### src/rtl/reg_file_sb_pkg.sv
// Shared sizing constants and helpers for the CRP16 register file with scoreboard.
package crp16_rf_pkg;

    localparam int RF_WIDTH  = 16;
    localparam int RF_ADDR_W = 3;

    function automatic int rf_nregs(input int addr_w);
        return 1 << addr_w;
    endfunction

endpackage

### src/rtl/reg_file_sb_if.sv
// Register-file access bus: one write port, one claim port, two read ports, scoreboard view.
interface reg_file_sb_if
    import crp16_rf_pkg::*;
#(
    parameter int WIDTH  = RF_WIDTH,
    parameter int ADDR_W = RF_ADDR_W
);
    localparam int NREGS = rf_nregs(ADDR_W);

    logic              wr_en;
    logic [ADDR_W-1:0] wr_addr;
    logic [WIDTH-1:0]  wr_data;
    logic [ADDR_W-1:0] rd_addr_a;
    logic [WIDTH-1:0]  rd_data_a;
    logic              rd_busy_a;
    logic [ADDR_W-1:0] rd_addr_b;
    logic [WIDTH-1:0]  rd_data_b;
    logic              rd_busy_b;
    logic              claim_en;
    logic [ADDR_W-1:0] claim_addr;
    logic [NREGS-1:0]  busy_vec;
    logic              any_busy;

    modport master (
        output wr_en, wr_addr, wr_data, rd_addr_a, rd_addr_b, claim_en, claim_addr,
        input  rd_data_a, rd_busy_a, rd_data_b, rd_busy_b, busy_vec, any_busy
    );

    modport slave (
        input  wr_en, wr_addr, wr_data, rd_addr_a, rd_addr_b, claim_en, claim_addr,
        output rd_data_a, rd_busy_a, rd_data_b, rd_busy_b, busy_vec, any_busy
    );

endinterface

### src/rtl/reg_file_sb_cell.sv
// One register of the file: WIDTH-bit data plus its pending-write busy bit.
module reg_file_cell #(
    parameter int WIDTH = 16
) (
    input  logic             clock,
    input  logic             reset,
    input  logic             i_wr_sel,
    input  logic             i_claim_sel,
    input  logic [WIDTH-1:0] i_wr_data,
    output logic [WIDTH-1:0] o_data,
    output logic             o_busy
);

    logic [WIDTH-1:0] r_data;
    logic             r_busy;

    always_ff @(posedge clock or negedge reset) begin
        if (!reset) begin
            r_data <= '0;
        end else if (i_wr_sel) begin
            r_data <= i_wr_data;
        end
    end

    // A claim on the same edge as the completing write re-arms the bit.
    always_ff @(posedge clock or negedge reset) begin
        if (!reset) begin
            r_busy <= 1'b0;
        end else if (i_claim_sel) begin
            r_busy <= 1'b1;
        end else if (i_wr_sel) begin
            r_busy <= 1'b0;
        end
    end

    assign o_data = r_data;
    assign o_busy = r_busy;

endmodule

### src/rtl/reg_file_sb.sv
// CRP16 general-purpose register file: 2 async reads, 1 sync write, per-register busy scoreboard.
module reg_file_sb
    import crp16_rf_pkg::*;
#(
    parameter int WIDTH    = RF_WIDTH,
    parameter int ADDR_W   = RF_ADDR_W,
    parameter bit ZERO_REG = 1'b0,
    parameter bit BYPASS   = 1'b1
) (
    input  logic       clock,
    input  logic       reset,
    reg_file_sb_if.slave bus
);

    localparam int NREGS = rf_nregs(ADDR_W);

    logic [NREGS-1:0] w_wr_sel;
    logic [NREGS-1:0] w_claim_sel;
    logic [NREGS-1:0] w_busy;
    logic [WIDTH-1:0] w_data [NREGS];

    logic [ADDR_W-1:0] w_rd_addr  [2];
    logic [WIDTH-1:0]  w_rd_data  [2];
    logic              w_rd_busy  [2];

    // Register 0 is never selected when hardwired, so it stays at reset value.
    always_comb begin
        w_wr_sel    = '0;
        w_claim_sel = '0;
        if (bus.wr_en) begin
            w_wr_sel[bus.wr_addr] = 1'b1;
        end
        if (bus.claim_en) begin
            w_claim_sel[bus.claim_addr] = 1'b1;
        end
        if (ZERO_REG) begin
            w_wr_sel[0]    = 1'b0;
            w_claim_sel[0] = 1'b0;
        end
    end

    for (genvar i = 0; i < NREGS; i++) begin : g_cell
        reg_file_cell #(
            .WIDTH (WIDTH)
        ) u_cell (
            .clock       (clock),
            .reset       (reset),
            .i_wr_sel    (w_wr_sel[i]),
            .i_claim_sel (w_claim_sel[i]),
            .i_wr_data   (bus.wr_data),
            .o_data      (w_data[i]),
            .o_busy      (w_busy[i])
        );
    end

    assign w_rd_addr[0] = bus.rd_addr_a;
    assign w_rd_addr[1] = bus.rd_addr_b;

    for (genvar p = 0; p < 2; p++) begin : g_rd_port
        logic w_wr_hit;
        logic w_claim_hit;

        assign w_wr_hit    = bus.wr_en    && (bus.wr_addr    == w_rd_addr[p]);
        assign w_claim_hit = bus.claim_en && (bus.claim_addr == w_rd_addr[p]);

        // Zero register overrides bypass; bypassed data is only valid if not re-claimed.
        always_comb begin
            w_rd_data[p] = w_data[w_rd_addr[p]];
            w_rd_busy[p] = w_busy[w_rd_addr[p]];
            if (BYPASS && w_wr_hit) begin
                w_rd_data[p] = bus.wr_data;
                if (!w_claim_hit) begin
                    w_rd_busy[p] = 1'b0;
                end
            end
            if (ZERO_REG && (w_rd_addr[p] == '0)) begin
                w_rd_data[p] = '0;
            end
        end
    end

    assign bus.rd_data_a = w_rd_data[0];
    assign bus.rd_busy_a = w_rd_busy[0];
    assign bus.rd_data_b = w_rd_data[1];
    assign bus.rd_busy_b = w_rd_busy[1];
    assign bus.busy_vec  = w_busy;
    assign bus.any_busy  = |w_busy;

endmodule

### src/flat_wrapper.sv
// flat-port wrapper written by rule: the top's interface ports become plain ports
module reg_file_sb_flat import crp16_rf_pkg::*;
#(
    parameter int WIDTH    = RF_WIDTH,
    parameter int ADDR_W   = RF_ADDR_W,
    parameter bit ZERO_REG = 1'b0,
    parameter bit BYPASS   = 1'b1
)
  (clock, reset, bus_wr_en, bus_wr_addr, bus_wr_data, bus_rd_addr_a, bus_rd_addr_b, bus_claim_en, bus_claim_addr, bus_rd_data_a, bus_rd_busy_a, bus_rd_data_b, bus_rd_busy_b, bus_busy_vec, bus_any_busy);
  reg_file_sb_if #(.WIDTH(WIDTH), .ADDR_W(ADDR_W)) bus_i ();
  input  logic clock;
  input  logic reset;
  input wire logic [$bits(bus_i.wr_en)-1:0] bus_wr_en;
  input wire logic [$bits(bus_i.wr_addr)-1:0] bus_wr_addr;
  input wire logic [$bits(bus_i.wr_data)-1:0] bus_wr_data;
  input wire logic [$bits(bus_i.rd_addr_a)-1:0] bus_rd_addr_a;
  input wire logic [$bits(bus_i.rd_addr_b)-1:0] bus_rd_addr_b;
  input wire logic [$bits(bus_i.claim_en)-1:0] bus_claim_en;
  input wire logic [$bits(bus_i.claim_addr)-1:0] bus_claim_addr;
  output wire logic [$bits(bus_i.rd_data_a)-1:0] bus_rd_data_a;
  output wire logic [$bits(bus_i.rd_busy_a)-1:0] bus_rd_busy_a;
  output wire logic [$bits(bus_i.rd_data_b)-1:0] bus_rd_data_b;
  output wire logic [$bits(bus_i.rd_busy_b)-1:0] bus_rd_busy_b;
  output wire logic [$bits(bus_i.busy_vec)-1:0] bus_busy_vec;
  output wire logic [$bits(bus_i.any_busy)-1:0] bus_any_busy;
  assign bus_i.wr_en = bus_wr_en;
  assign bus_i.wr_addr = bus_wr_addr;
  assign bus_i.wr_data = bus_wr_data;
  assign bus_i.rd_addr_a = bus_rd_addr_a;
  assign bus_i.rd_addr_b = bus_rd_addr_b;
  assign bus_i.claim_en = bus_claim_en;
  assign bus_i.claim_addr = bus_claim_addr;
  assign bus_rd_data_a = bus_i.rd_data_a;
  assign bus_rd_busy_a = bus_i.rd_busy_a;
  assign bus_rd_data_b = bus_i.rd_data_b;
  assign bus_rd_busy_b = bus_i.rd_busy_b;
  assign bus_busy_vec = bus_i.busy_vec;
  assign bus_any_busy = bus_i.any_busy;
  reg_file_sb #(.WIDTH(WIDTH), .ADDR_W(ADDR_W), .ZERO_REG(ZERO_REG), .BYPASS(BYPASS)) u_core (.clock(clock), .reset(reset), .bus(bus_i));
endmodule
### config.mk
export PLATFORM = sky130hd
export DESIGN_NAME = reg_file_sb_flat
export DESIGN_NICKNAME = d
export VERILOG_FILES = /design/src/rtl/reg_file_sb_pkg.sv /design/src/rtl/reg_file_sb_if.sv /design/src/rtl/reg_file_sb_cell.sv /design/src/rtl/reg_file_sb.sv /design/src/flat_wrapper.sv
export SDC_FILE = /design/constraint.sdc
export NUM_CORES = 1
export LEC_CHECK = 0
export CORE_MARGIN = 2
export CORE_UTILIZATION = 59
export CTS_CLUSTER_SIZE = 25
export DETAILED_ROUTE_END_ITERATION = 6
export PLACE_DENSITY = 0.81
export SLEW_MARGIN = 20
export SYNTH_ARGS = -nofsm -noshare
export SYNTH_HDL_FRONTEND = slang
export SYNTH_HIERARCHICAL = 1
export SYNTH_SLANG_ARGS = --single-unit
### constraint.sdc
create_clock -name clock -period 2.73 [get_ports clock]
set_clock_uncertainty 0.1 [all_clocks]
set_input_delay 0.4095 -clock clock [delete_from_list [all_inputs] [get_ports clock]]
set_output_delay 0.4095 -clock clock [all_outputs]
set_load 0.005 [all_outputs]
==> results of run 1 <==
## cell families (layout without fill, tap and decap cells)
logic type	count (synthesis)	in the layout	share of synthesized area, %
xor+xnor	12	12	1.24
mux	260	260	49.7
flops	136	136	40.2
buf+inv	50	203	5.62
simple gates	35	35	2.23
compound gates	10	10	0.975
## routing by layer
metal | GRT usage (%) | vias up | routed length (um)
li1 | - | 2251 | -
met1 | 37.3 | 2877 | 8750
met4 | 11.4 | 0 | 413
met5 | 0 | - | 0
met3 | 5.40 | 34 | 1060
met2 | 52.8 | 200 | 11500
## layout by cell type, fill, tap and decap left out
cell,n
a21o_1,8
and4_1,2
buf_12,24
buf_16,2
buf_4,60
buf_6,5
bufinv_16,2
clkbuf_1,3
clkbuf_16,17
clkbuf_2,4
clkbuf_8,3
clkdlybuf4s15_1,4
clkdlybuf4s50_1,33
clkinv_2,6
clkinvlp_4,1
dfrtp_1,136
dlygate4sd2_1,30
dlygate4sd3_1,1
inv_1,8
mux2_2,116
mux2_4,76
mux4_1,43
mux4_2,25
nand2_1,5
nand2b_1,8
nand4_2,2
nor2_1,6
nor2_2,6
nor3_1,2
nor3_2,2
nor4_1,2
o221a_2,2
xnor2_1,11
xnor2_2,1
## worst paths after layout
path	to	slack, ns	cells after the start
setup / recovery	bus_rd_data_a[2]	0.05	7
hold / removal	u_core/g_cell[1].u_cell/o_data[0]	0.43	1
setup reg to reg	u_core/g_cell[2].u_cell/o_data[4]	1.60	3
hold reg to reg	u_core/g_cell[1].u_cell/o_data[0]	0.43	1
max in group asynchronous	u_core/g_cell[6].u_cell/o_data[1]	1.38	3
min in group asynchronous	u_core/g_cell[5].u_cell/o_data[8]	0.45	2
## sequential cells by signal, indices dropped and copies added (netlist names)
signal,cells
u_core/g_cell.u_cell/o_busy,8
u_core/g_cell.u_cell/o_data,128
## power groups by stage
| stage | logic [mW] | registers [mW] | clock network, mW |
|---|---|---|---|
| 2_1_floorplan | 1.38 | 2.69 | 0 |
| 3_3_place_gp | 2.00 | 2.77 | 0 |
| 3_5_place_dp | 2.06 | 2.82 | 0 |
| 4_1_cts | 2.20 | 2.79 | 2.28 |
| 5_1_grt | 2.38 | 2.87 | 2.37 |
| 6_report | 2.23 | 2.83 | 2.26 |
## stage by stage
stage	cell area (um^2)	setup TNS (ns)	utilization (%)	cells	worst slack, ns
CTS	10400	-0.0240	74.6	828	-0.0201
floorplan	8470	0	-	503	0.485
detailed placement	9570	-9.01	68.7	756	-0.313
global placement	9570	-8.54	68.7	756	-0.277
finish	10500	0	75.3	836	0.0470
global route	10500	-0.00194	75.3	836	-0.00194
## layout make-up
type | count | area [um^2]
Multi-Input combinational cell | 317 | 4550
Fill cell | 840 | 3450
Sequential cell | 136 | 3400
Timing Repair Buffer | 163 | 1710
Clock buffer | 23 | 478
Tap cell | 180 | 225
Clock inverter | 9 | 97.6
Inverter | 8 | 30.0
## synth_stat cells (all sizes together)
cell,count
a21o,8
nand2,5
mux4,68
nor3,4
nor4,2
o221a,2
and4,2
xnor2,12
nor2,12
nand4,2
inv,8
mux2,192
clkbuf,8
dfrtp,136
nand2b,8
buf,34
## what timing repair did
action | in CTS | in global routing
pin swaps | 2 | 0
hold buffers | 1 | 0
endpoints found under the hold margin | 44 | 0
cloned | 2 | 0
resized for setup | 73 | 14
setup buffers | 37 | 8
setup endpoints to repair | 34 | 11
==> run_results.csv, run 1 <==
group,metric,value,unit
status,status,"finished clean",
timing,maxSlewHeadroom,57.7,%
critical_path,start_kind,"input pin",
synth,synth_top_cell_by_area,"dfrtp_1",
timing,fin_crit,2.68,ns
global_route,grt_pass1_wl,33.2,mm
synth,ys_types,20,
die,rows,43,
critical_path,required,2.22,ns
finish,n_antenna_cell,0,
run,drv_cap,0,
clocking,htreeDepth,4,
timing,fin_hold_ws,0.426,ns
power_and_ir_drop,power_switching,1.92,mW
detailed_routing,remaining_drc_errors,0,
clocking,cts-root-buf,"clkbuf_16",
detailed_routing,wirelength,21.7,mm
clocking,cts_buffers,17,
global_route,grt-ovfl-total,0,
detailed_routing,vias_per_cell,6.41,
global_route,gr-usage-all-layers,30.1,%
place,port_buffers,74,
critical_path,crit_buf_inv,4,
die,io_pins,75,
detailed_routing,drtIter0Drc,432,
detailed_routing,wl_per_cell,26.0,um
synth,synth-seq-cells,136,
synth,synth.area.top_cells,"dfrtp_1 (40%), mux4_1 (20%), mux2_2 (16%), mux2_4 (13%), buf_6 (2.7%)",
clocking,tritoncts,"done",
synth,yosysWarningCount,6,
die,die_w,124,um
critical_path,slowest_stage,"mux4_1",
timing,drv_slew,0,
critical_path,endpoint_kind,"primary output",
synth,synth_top_area_share,40.2,%
clocking,cts.sinks,136,
critical_path,cpMostUsedCell,"mux2_2",
finish,drive_above_1_share,54.0,%
worst_hold_path,hp-start,"u_core/g_cell[1].u_cell/o_data[0]",
critical_path,slowest_delay,0.53,ns
detailed_routing,ant_nets,0,
finish,syn2layout_area_growth,23.9,%
synth,syn_inst,503,
synth,syn_avg_cell_area,16.8,um^2
die,die_h,124,um
timing,hold_viol_final,0,
power_and_ir_drop,p_leak,4.63,nW
timing,period_share,98.3,%
synth,syn_area,8470,um^2
power_and_ir_drop,power_frac_seq,38.6,%
power_and_ir_drop,switching_share,26.3,%
clocking,clock_latency,0.42,ns
timing,worstMarginPinSlew,0.634,ns
timing,setup_viol,0,
critical_path,startpoint,"bus_rd_addr_a[0]",
global_route,grt_start_max_net_pins,49,
global_route,grt_pass1_vias,5699,
power_and_ir_drop,p_int,5.40,mW
global_route,grt_antenna_before_repair,0,
power_and_ir_drop,clockPowerShare,30.9,%
finish,nets,675,
critical_path,path_cells,"buf_6, buf_12, buf_4, mux4_1, mux2_2, mux2_2, dlygate4sd2_1",
synth,yosysSeqAreaShare,40.2,%
critical_path,cp.arrival,2.17,ns
power_and_ir_drop,powerDensity,698,nW/um^2
die,coreArea,13900,um^2
die,start_util,60.8,%
power_and_ir_drop,p_total,7.32,mW
detailed_routing,first_pass_iters,5,
critical_path,critPathKind,"in -> out",
place,gp_congestion,0.844,
critical_path,crit_path_max_fanout,9,
power_and_ir_drop,combPwrFrac,30.5,%
power_and_ir_drop,irDropWorstVdd,575,uV
timing,max_freq,373,MHz
die,die_area,15300,um^2
critical_path,rr_startpoint,"u_core/g_cell[2].u_cell/o_data[4]",
synth,syn-num-nets,535,
critical_path,path_delay_family,"multiplexers",
clocking,clk_pin_slew,0.06,ns
worst_hold_path,hold_class,"reg -> reg",
clocking,clock_path_buffers,2,
place,hpwl,12.2,mm
detailed_routing,vias,5362,
Power figures use the tool's default switching activity.
==> inputs of run 2 (changes only) <==
--- a/config.mk
+++ b/config.mk
@@ -11,2 +11,3 @@
 export DETAILED_ROUTE_END_ITERATION = 6
+export GPL_TIMING_DRIVEN = 0
 export PLACE_DENSITY = 0.81
--- a/constraint.sdc
+++ b/constraint.sdc
@@ -4,2 +4,2 @@
 set_output_delay 0.4095 -clock clock [all_outputs]
-set_load 0.005 [all_outputs]
+set_load 0.02 [all_outputs]
==> run 2 against run 1 <==
Compared with the run above: highest routed layer unchanged; power grew 4.2%; critical endpoint is now bus_rd_data_a[5]; sequential power hardly changed; largest power group unchanged; design area is 2.1% lower; clock power grew 16%; die area stayed put; count of clock-buffer cells in the layout down 4; utilization fell by 1.6 points; register-to-register slack gained 0.23 ns; first-iteration DRC count down 16%.
==> run_results.csv, run 2 (synthesis gave the netlist of run 1 again) <==
group,metric,value,unit
status,status,"finished clean",
die,rows,43,
clocking,tritoncts,"done",
timing,grt_setup_unrepaired,"no",
critical_path,slowest_delay,0.55,ns
critical_path,cp.depth,6,
finish,n_antenna_cell,0,
critical_path,slowest_stage,"mux4_1",
finish,final_cell_mix,"dfrtp_1 (136), mux2_2 (120), mux2_4 (72)",
power_and_ir_drop,clockPowerShare,34.4,%
die,die_w,124,um
clocking,cts_buffers,17,
clocking,clock_path_buffers,2,
die,die_area,15300,um^2
global_route,grt_start_max_net_pins,87,
power_and_ir_drop,p_int,5.57,mW
critical_path,required,2.22,ns
timing,fin_hold_ws,0.399,ns
power_and_ir_drop,irDropWorstVdd,563,uV
die,coreArea,13900,um^2
power_and_ir_drop,combPwrFrac,28.9,%
finish,nets,634,
global_route,gr-usage-all-layers,29.3,%
timing,worstMarginPinSlew,0.449,ns
global_route,grt_pass1_wl,32.0,mm
critical_path,start_kind,"input pin",
finish,design_area,10300,um^2
place,placed_cells,750,
power_and_ir_drop,power_frac_seq,36.7,%
detailed_routing,vias_per_cell,6.43,
finish,fin_cells,795,
clocking,clk_pin_slew,0.05,ns
timing,setup_viol,0,
critical_path,rr_startpoint,"u_core/g_cell[4].u_cell/o_data[1]",
timing,drv_slew,0,
timing,hold_viol_final,0,
critical_path,path_delay_family,"multiplexers",
worst_hold_path,hold_class,"in -> async",
finish,syn2layout_area_growth,21.2,%
finish,nFillCells,888,
critical_path,r2r_cells,1,
detailed_routing,first_pass_iters,6,
detailed_routing,wirelength,21.2,mm
power_and_ir_drop,powerDensity,743,nW/um^2
place,gp_congestion,0.768,
clocking,htreeDepth,4,
power_and_ir_drop,p_leak,4.52,nW
power_and_ir_drop,power_switching,2.05,mW
critical_path,crit_buf_inv,3,
detailed_routing,drtIter0Drc,363,
detailed_routing,ant_nets,0,
global_route,grt-ovfl-total,0,
die,io_pins,75,
global_route,grt_antenna_before_repair,0,
finish,drive_above_1_share,50.1,%
critical_path,critPathKind,"in -> out",
timing,maxSlewHeadroom,70.1,%
global_route,grt_pass1_vias,5511,
place,hpwl,12.9,mm
clocking,cts-root-buf,"clkbuf_16",
timing,period_share,98.5,%
run,drv_cap,0,
critical_path,r2r_end,"u_core/g_cell[4].u_cell/o_data[1]",
critical_path,cp.arrival,2.18,ns
critical_path,path_cells,"buf_12, bufbuf_16, mux4_1, mux2_2, mux2_2, clkdlybuf4s15_2",
critical_path,cpMostUsedCell,"mux2_2",
power_and_ir_drop,switching_share,26.9,%
critical_path,crit_path_max_fanout,10,
detailed_routing,vias,5112,
clocking,cts.sinks,136,
clocking,clock_latency,0.42,ns
finish,final_core_util,73.7,%
finish,final_common_cell,"dfrtp_1",
place,port_buffers,66,
detailed_routing,remaining_drc_errors,0,
critical_path,reg2reg_slack,1.83,ns
timing,max_freq,372,MHz
die,start_util,60.8,%
timing,fin_crit,2.69,ns
die,die_h,124,um
critical_path,endpoint_kind,"primary output",
place,placement.cell_area,9390,um^2
detailed_routing,wl_per_cell,26.6,um
finish,largest_reg_flops,128,
[run 2: cell count changes in the layout (fill, tap and decap cells not counted), sizes merged]
cell,change
dlygate4sd2,-27
clkbuf,+15
clkinv,-1
clkinvlp,+1
clkdlybuf4s15,+9
bufinv,+4
dlymetal6s2s,+1
bufbuf,+2
clkdlybuf4s50,-4
buf,-41
[run 2: layout make-up]
| class | count | area, um^2 | share of cell area [%] |
|---|---|---|---|
| multi-input cells | 317 | 4610 | 44.9 |
| flip-flops and latches | 136 | 3400 | 33.2 |
| repair buffers | 80 | 751 | 7.31 |
| plain buffers | 42 | 566 | 5.51 |
| clock buffers | 19 | 453 | 4.41 |
| well taps | 180 | 225 | 2.19 |
| clock inverters | 13 | 224 | 2.18 |
| inverters | 8 | 30.0 | 0.293 |
[run 2: worst max-delay path by stage]
| stage | startpoint | endpoint |
|---|---|---|
| finish | bus_rd_addr_a[0] | bus_rd_data_a[5] |
| global route | u_core/g_cell[5].u_cell/o_data[8] | bus_rd_data_b[8] |
| CTS | bus_rd_addr_a[0] | bus_rd_data_a[8] |
| detailed placement | bus_rd_addr_a[1] | bus_rd_data_a[6] |
| global placement | reset | u_core/g_cell[0].u_cell/o_data[1] |
| floorplan | bus_rd_addr_a[0] | bus_rd_data_a[0] |
[run 2: layer usage]
layer,vias to the layer above,track usage [%],wire (um)
met2,153,48.7,10600
met4,0,9.87,434
met3,33,6.36,1190
met1,2733,38.6,8920
met5,-,0,0
li1,2193,-,-
[run 2: power groups by stage]
stage                     clock network (mW)  registers (mW)  logic, mW
final                                   2.63            2.80       2.20
after global routing                    2.77            2.85       2.34
after floorplan                            0            2.72       1.56
after global placement                     0            2.75       2.18
after detailed placement                   0            2.81       2.25
after CTS                               2.67            2.78       2.24
[run 2: what timing repair did]
item                       in CTS  in global routing
pin swaps                       2                  0
buffers inserted                7                  3
hold buffers                    1                  0
gates resized for setup        99                 34
setup endpoints to repair      34                 32
hold endpoints to repair       50                  0
cloned                          2                  0
[run 2: per-stage QoR]
step,setup WS [ns],TNS (ns),power (mW)
2_1_floorplan,0.434,0,4.28
3_3_place_gp,-3.99,-561.44,4.94
3_5_place_dp,-0.690,-19.78,5.06
4_1_cts,-0.0143,-0.0143,7.69
5_1_grt,0.000497,0,7.96
6_report,0.0423,0,7.63
==> inputs of run 3 (changes only) <==
--- a/config.mk
+++ b/config.mk
@@ -12,3 +12,3 @@
 export GPL_TIMING_DRIVEN = 0
-export PLACE_DENSITY = 0.81
+export PLACE_DENSITY_LB_ADDON = 0.05
 export SLEW_MARGIN = 20
==> constraint.sdc (replaced) <==
create_clock -name clock -period 2.73 [get_ports clock]
set_clock_uncertainty 0.1 [all_clocks]
set_input_delay 0.546 -clock clock [delete_from_list [all_inputs] [get_ports clock]]
set_output_delay 0.546 -clock clock [all_outputs]
set_load 0.02 [all_outputs]
==> run 3 against run 2 <==
Compared with the run above: register-to-register slack barely moved; routed wire length is 0.96% higher; highest routed layer unchanged; count of clock-buffer cells in the layout stayed put; first-iteration DRC count grew 31%; final cell count up 0.50%; die area unchanged; power shrank 0.18%; utilization fell by 0.55 points; worst setup slack got worse by 0.019 ns; hold slack gained 0.029 ns; clock power shrank 6%; via count about the same.
==> run_results.csv, run 3 (synthesis gave the netlist of run 1 again) <==
group,metric,value,unit
power_and_ir_drop,clockPowerShare,32.6,%
finish,nets,638,
timing,period_share,99.1,%
clocking,clock_latency,0.42,ns
die,die_area,15300,um^2
die,rows,43,
finish,nFillCells,931,
worst_hold_path,hold_depth,1,
power_and_ir_drop,power_switching,2.10,mW
critical_path,crit_path_max_fanout,10,
power_and_ir_drop,p_leak,4.33,nW
critical_path,required,2.08,ns
clocking,clk_pin_slew,0.06,ns
die,die_h,124,um
critical_path,endpoint_kind,"primary output",
detailed_routing,ant_nets,0,
critical_path,rr_startpoint,"u_core/g_cell[2].u_cell/o_data[1]",
finish,final_cell_mix,"dfrtp_1 (136), mux2_2 (114), mux2_4 (78)",
global_route,use_met1,39.9,%
detailed_routing,wl_per_cell,26.8,um
critical_path,reg2reg_slack,1.82,ns
timing,hold_viol_final,0,
place,port_buffers,66,
detailed_routing,first_pass_iters,5,
detailed_routing,vias_per_cell,6.40,
timing,maxSlewHeadroom,64.9,%
place,hpwl,12.9,mm
place,place_worst_setup_slack,-0.950,ns
clocking,clock_path_buffers,2,
critical_path,r2r_end,"u_core/g_cell[2].u_cell/o_data[1]",
place,gp_congestion,0.813,
die,io_pins,75,
finish,n_antenna_cell,0,
detailed_routing,vias,5116,
critical_path,cp.arrival,2.06,ns
timing,max_freq,369,MHz
worst_hold_path,hold_path_end,"u_core/g_cell[3].u_cell/o_data[0]",
clocking,htreeDepth,4,
finish,final_common_cell,"dfrtp_1",
power_and_ir_drop,powerDensity,748,nW/um^2
critical_path,slowest_delay,0.36,ns
clocking,cts_buffers,17,
power_and_ir_drop,p_int,5.51,mW
run,drv_cap,0,
detailed_routing,wirelength,21.4,mm
global_route,grt_util_met3,6.32,%
finish,drive_above_1_share,61.2,%
status,status,"finished clean",
critical_path,path_delay_family,"buffers and inverters",
worst_hold_path,hp-start,"u_core/g_cell[3].u_cell/o_data[0]",
clocking,cts.sinks,136,
critical_path,slowest_stage,"clkbuf_1",
global_route,gr-usage-all-layers,29.8,%
finish,largest_reg_flops,128,
critical_path,start_kind,"input pin",
timing,fin_crit,2.71,ns
timing,worstMarginPinSlew,0.527,ns
global_route,busiest_layer,"met2",
clocking,tritoncts,"done",
critical_path,crit_buf_inv,3,
clocking,cts-root-buf,"clkbuf_16",
power_and_ir_drop,irDropWorstVdd,558,uV
detailed_routing,drtIter0Drc,475,
die,start_util,60.8,%
worst_hold_path,hold_class,"reg -> reg",
critical_path,critPathKind,"in -> out",
timing,drv_slew,0,
timing,setup_viol,0,
global_route,grt_pass1_wl,32.5,mm
die,die_w,124,um
critical_path,r2r_cells,1,
die,coreArea,13900,um^2
timing,finalWorstSetupSlack,0.0235,ns
global_route,grt-ovfl-total,0,
global_route,grt_use_met2,49.3,%
timing,grt_setup_unrepaired,"yes",
critical_path,path_cells,"clkbuf_1, xnor2_2, nand4_4, buf_4, o221a_2, dlygate4sd2_1",
power_and_ir_drop,switching_share,27.6,%
global_route,grt_start_max_net_pins,104,
power_and_ir_drop,combPwrFrac,30.1,%
detailed_routing,remaining_drc_errors,0,
power_and_ir_drop,power_frac_seq,37.3,%
global_route,grt_antenna_before_repair,0,
global_route,grt_pass1_vias,5390,
timing,tns,0,ns
finish,syn2layout_area_growth,20.3,%
==> run 3: changes by cell type in the layout (fill, tap and decap cells not counted), sizes merged <==
cell           previous run  this run
bufbuf                    2         0
dlymetal6s2s              1         0
clkinvlp                  2         5
buf                      50        84
clkbuf                   42        28
clkdlybuf4s15            13         0
bufinv                    6         5
dlygate4sd2               3         5
clkinv                    5         3
clkdlybuf4s50            29        27
==> run 3: power by group through the flow <==
stage               clock [mW]  combinational, mW  sequential, mW
floorplan                    0               1.56            2.72
global placement             0               2.19            2.76
detailed placement           0               2.25            2.80
CTS                       2.52               2.22            2.80
global route              2.61               2.43            2.89
finish                    2.48               2.29            2.84
==> run 3: layer usage <==
metal | vias up | part of all wire, %
met1 | 2751 | 42
li1 | 2145 | -
met3 | 26 | 5.2
met4 | 0 | 1.6
met2 | 194 | 51
met5 | - | 0
==> run 3: per-stage QoR <==
| stage | utilization (%) | std cells | hold WS (ns) | total power, mW | cell area [um^2] |
|---|---|---|---|---|---|
| final | 73.1 | 799 | 0.428 | 7.62 | 10200 |
| after global routing | 73.1 | 799 | 0.449 | 7.93 | 10200 |
| after CTS | 73.3 | 799 | 0.419 | 7.54 | 10200 |
| after detailed placement | 67.4 | 750 | 0.329 | 5.05 | 9390 |
| after global placement | 67.1 | 749 | 0.396 | 4.95 | 9350 |
| after floorplan | - | 503 | 0.150 | 4.28 | 8470 |
==> run 3: what timing repair did <==
action,CTS,global route
hold buffers,1,0
gates resized for setup,217,61
pin swaps,2,0
gates cloned,4,0
endpoints found under the hold margin,33,0
setup buffers,12,0
setup endpoints to repair,34,27
==> run 3: layout make-up <==
type                       count  area, um^2  share of cell area (%)
multi-input combinational    317        4440                    43.6
sequential                   136        3400                    33.4
timing repair buffer          84         841                    8.25
buffer                        42         609                    5.98
clock buffer                  19         433                    4.25
tap                          180         225                    2.21
clock inverter                13         203                    1.99
inverter                       8        30.0                   0.295
==> run 3: worst max-delay path by stage <==
stage                                   endpoint        startpoint  depth (start not counted)  slack (ns)
3_3_place_gp   u_core/g_cell[2].u_cell/o_data[0]             reset                          1       -4.29
6_report                           bus_rd_busy_b    bus_wr_addr[0]                          6        0.02
3_5_place_dp                   bus_rd_data_b[11]  bus_rd_addr_b[1]                          6       -0.95
4_1_cts                         bus_rd_data_b[9]  bus_rd_addr_b[0]                          6      0.0001
2_1_floorplan                   bus_rd_data_a[0]  bus_rd_addr_a[0]                          5        0.16
5_1_grt                            bus_rd_busy_b    bus_wr_addr[0]                          6       -0.03
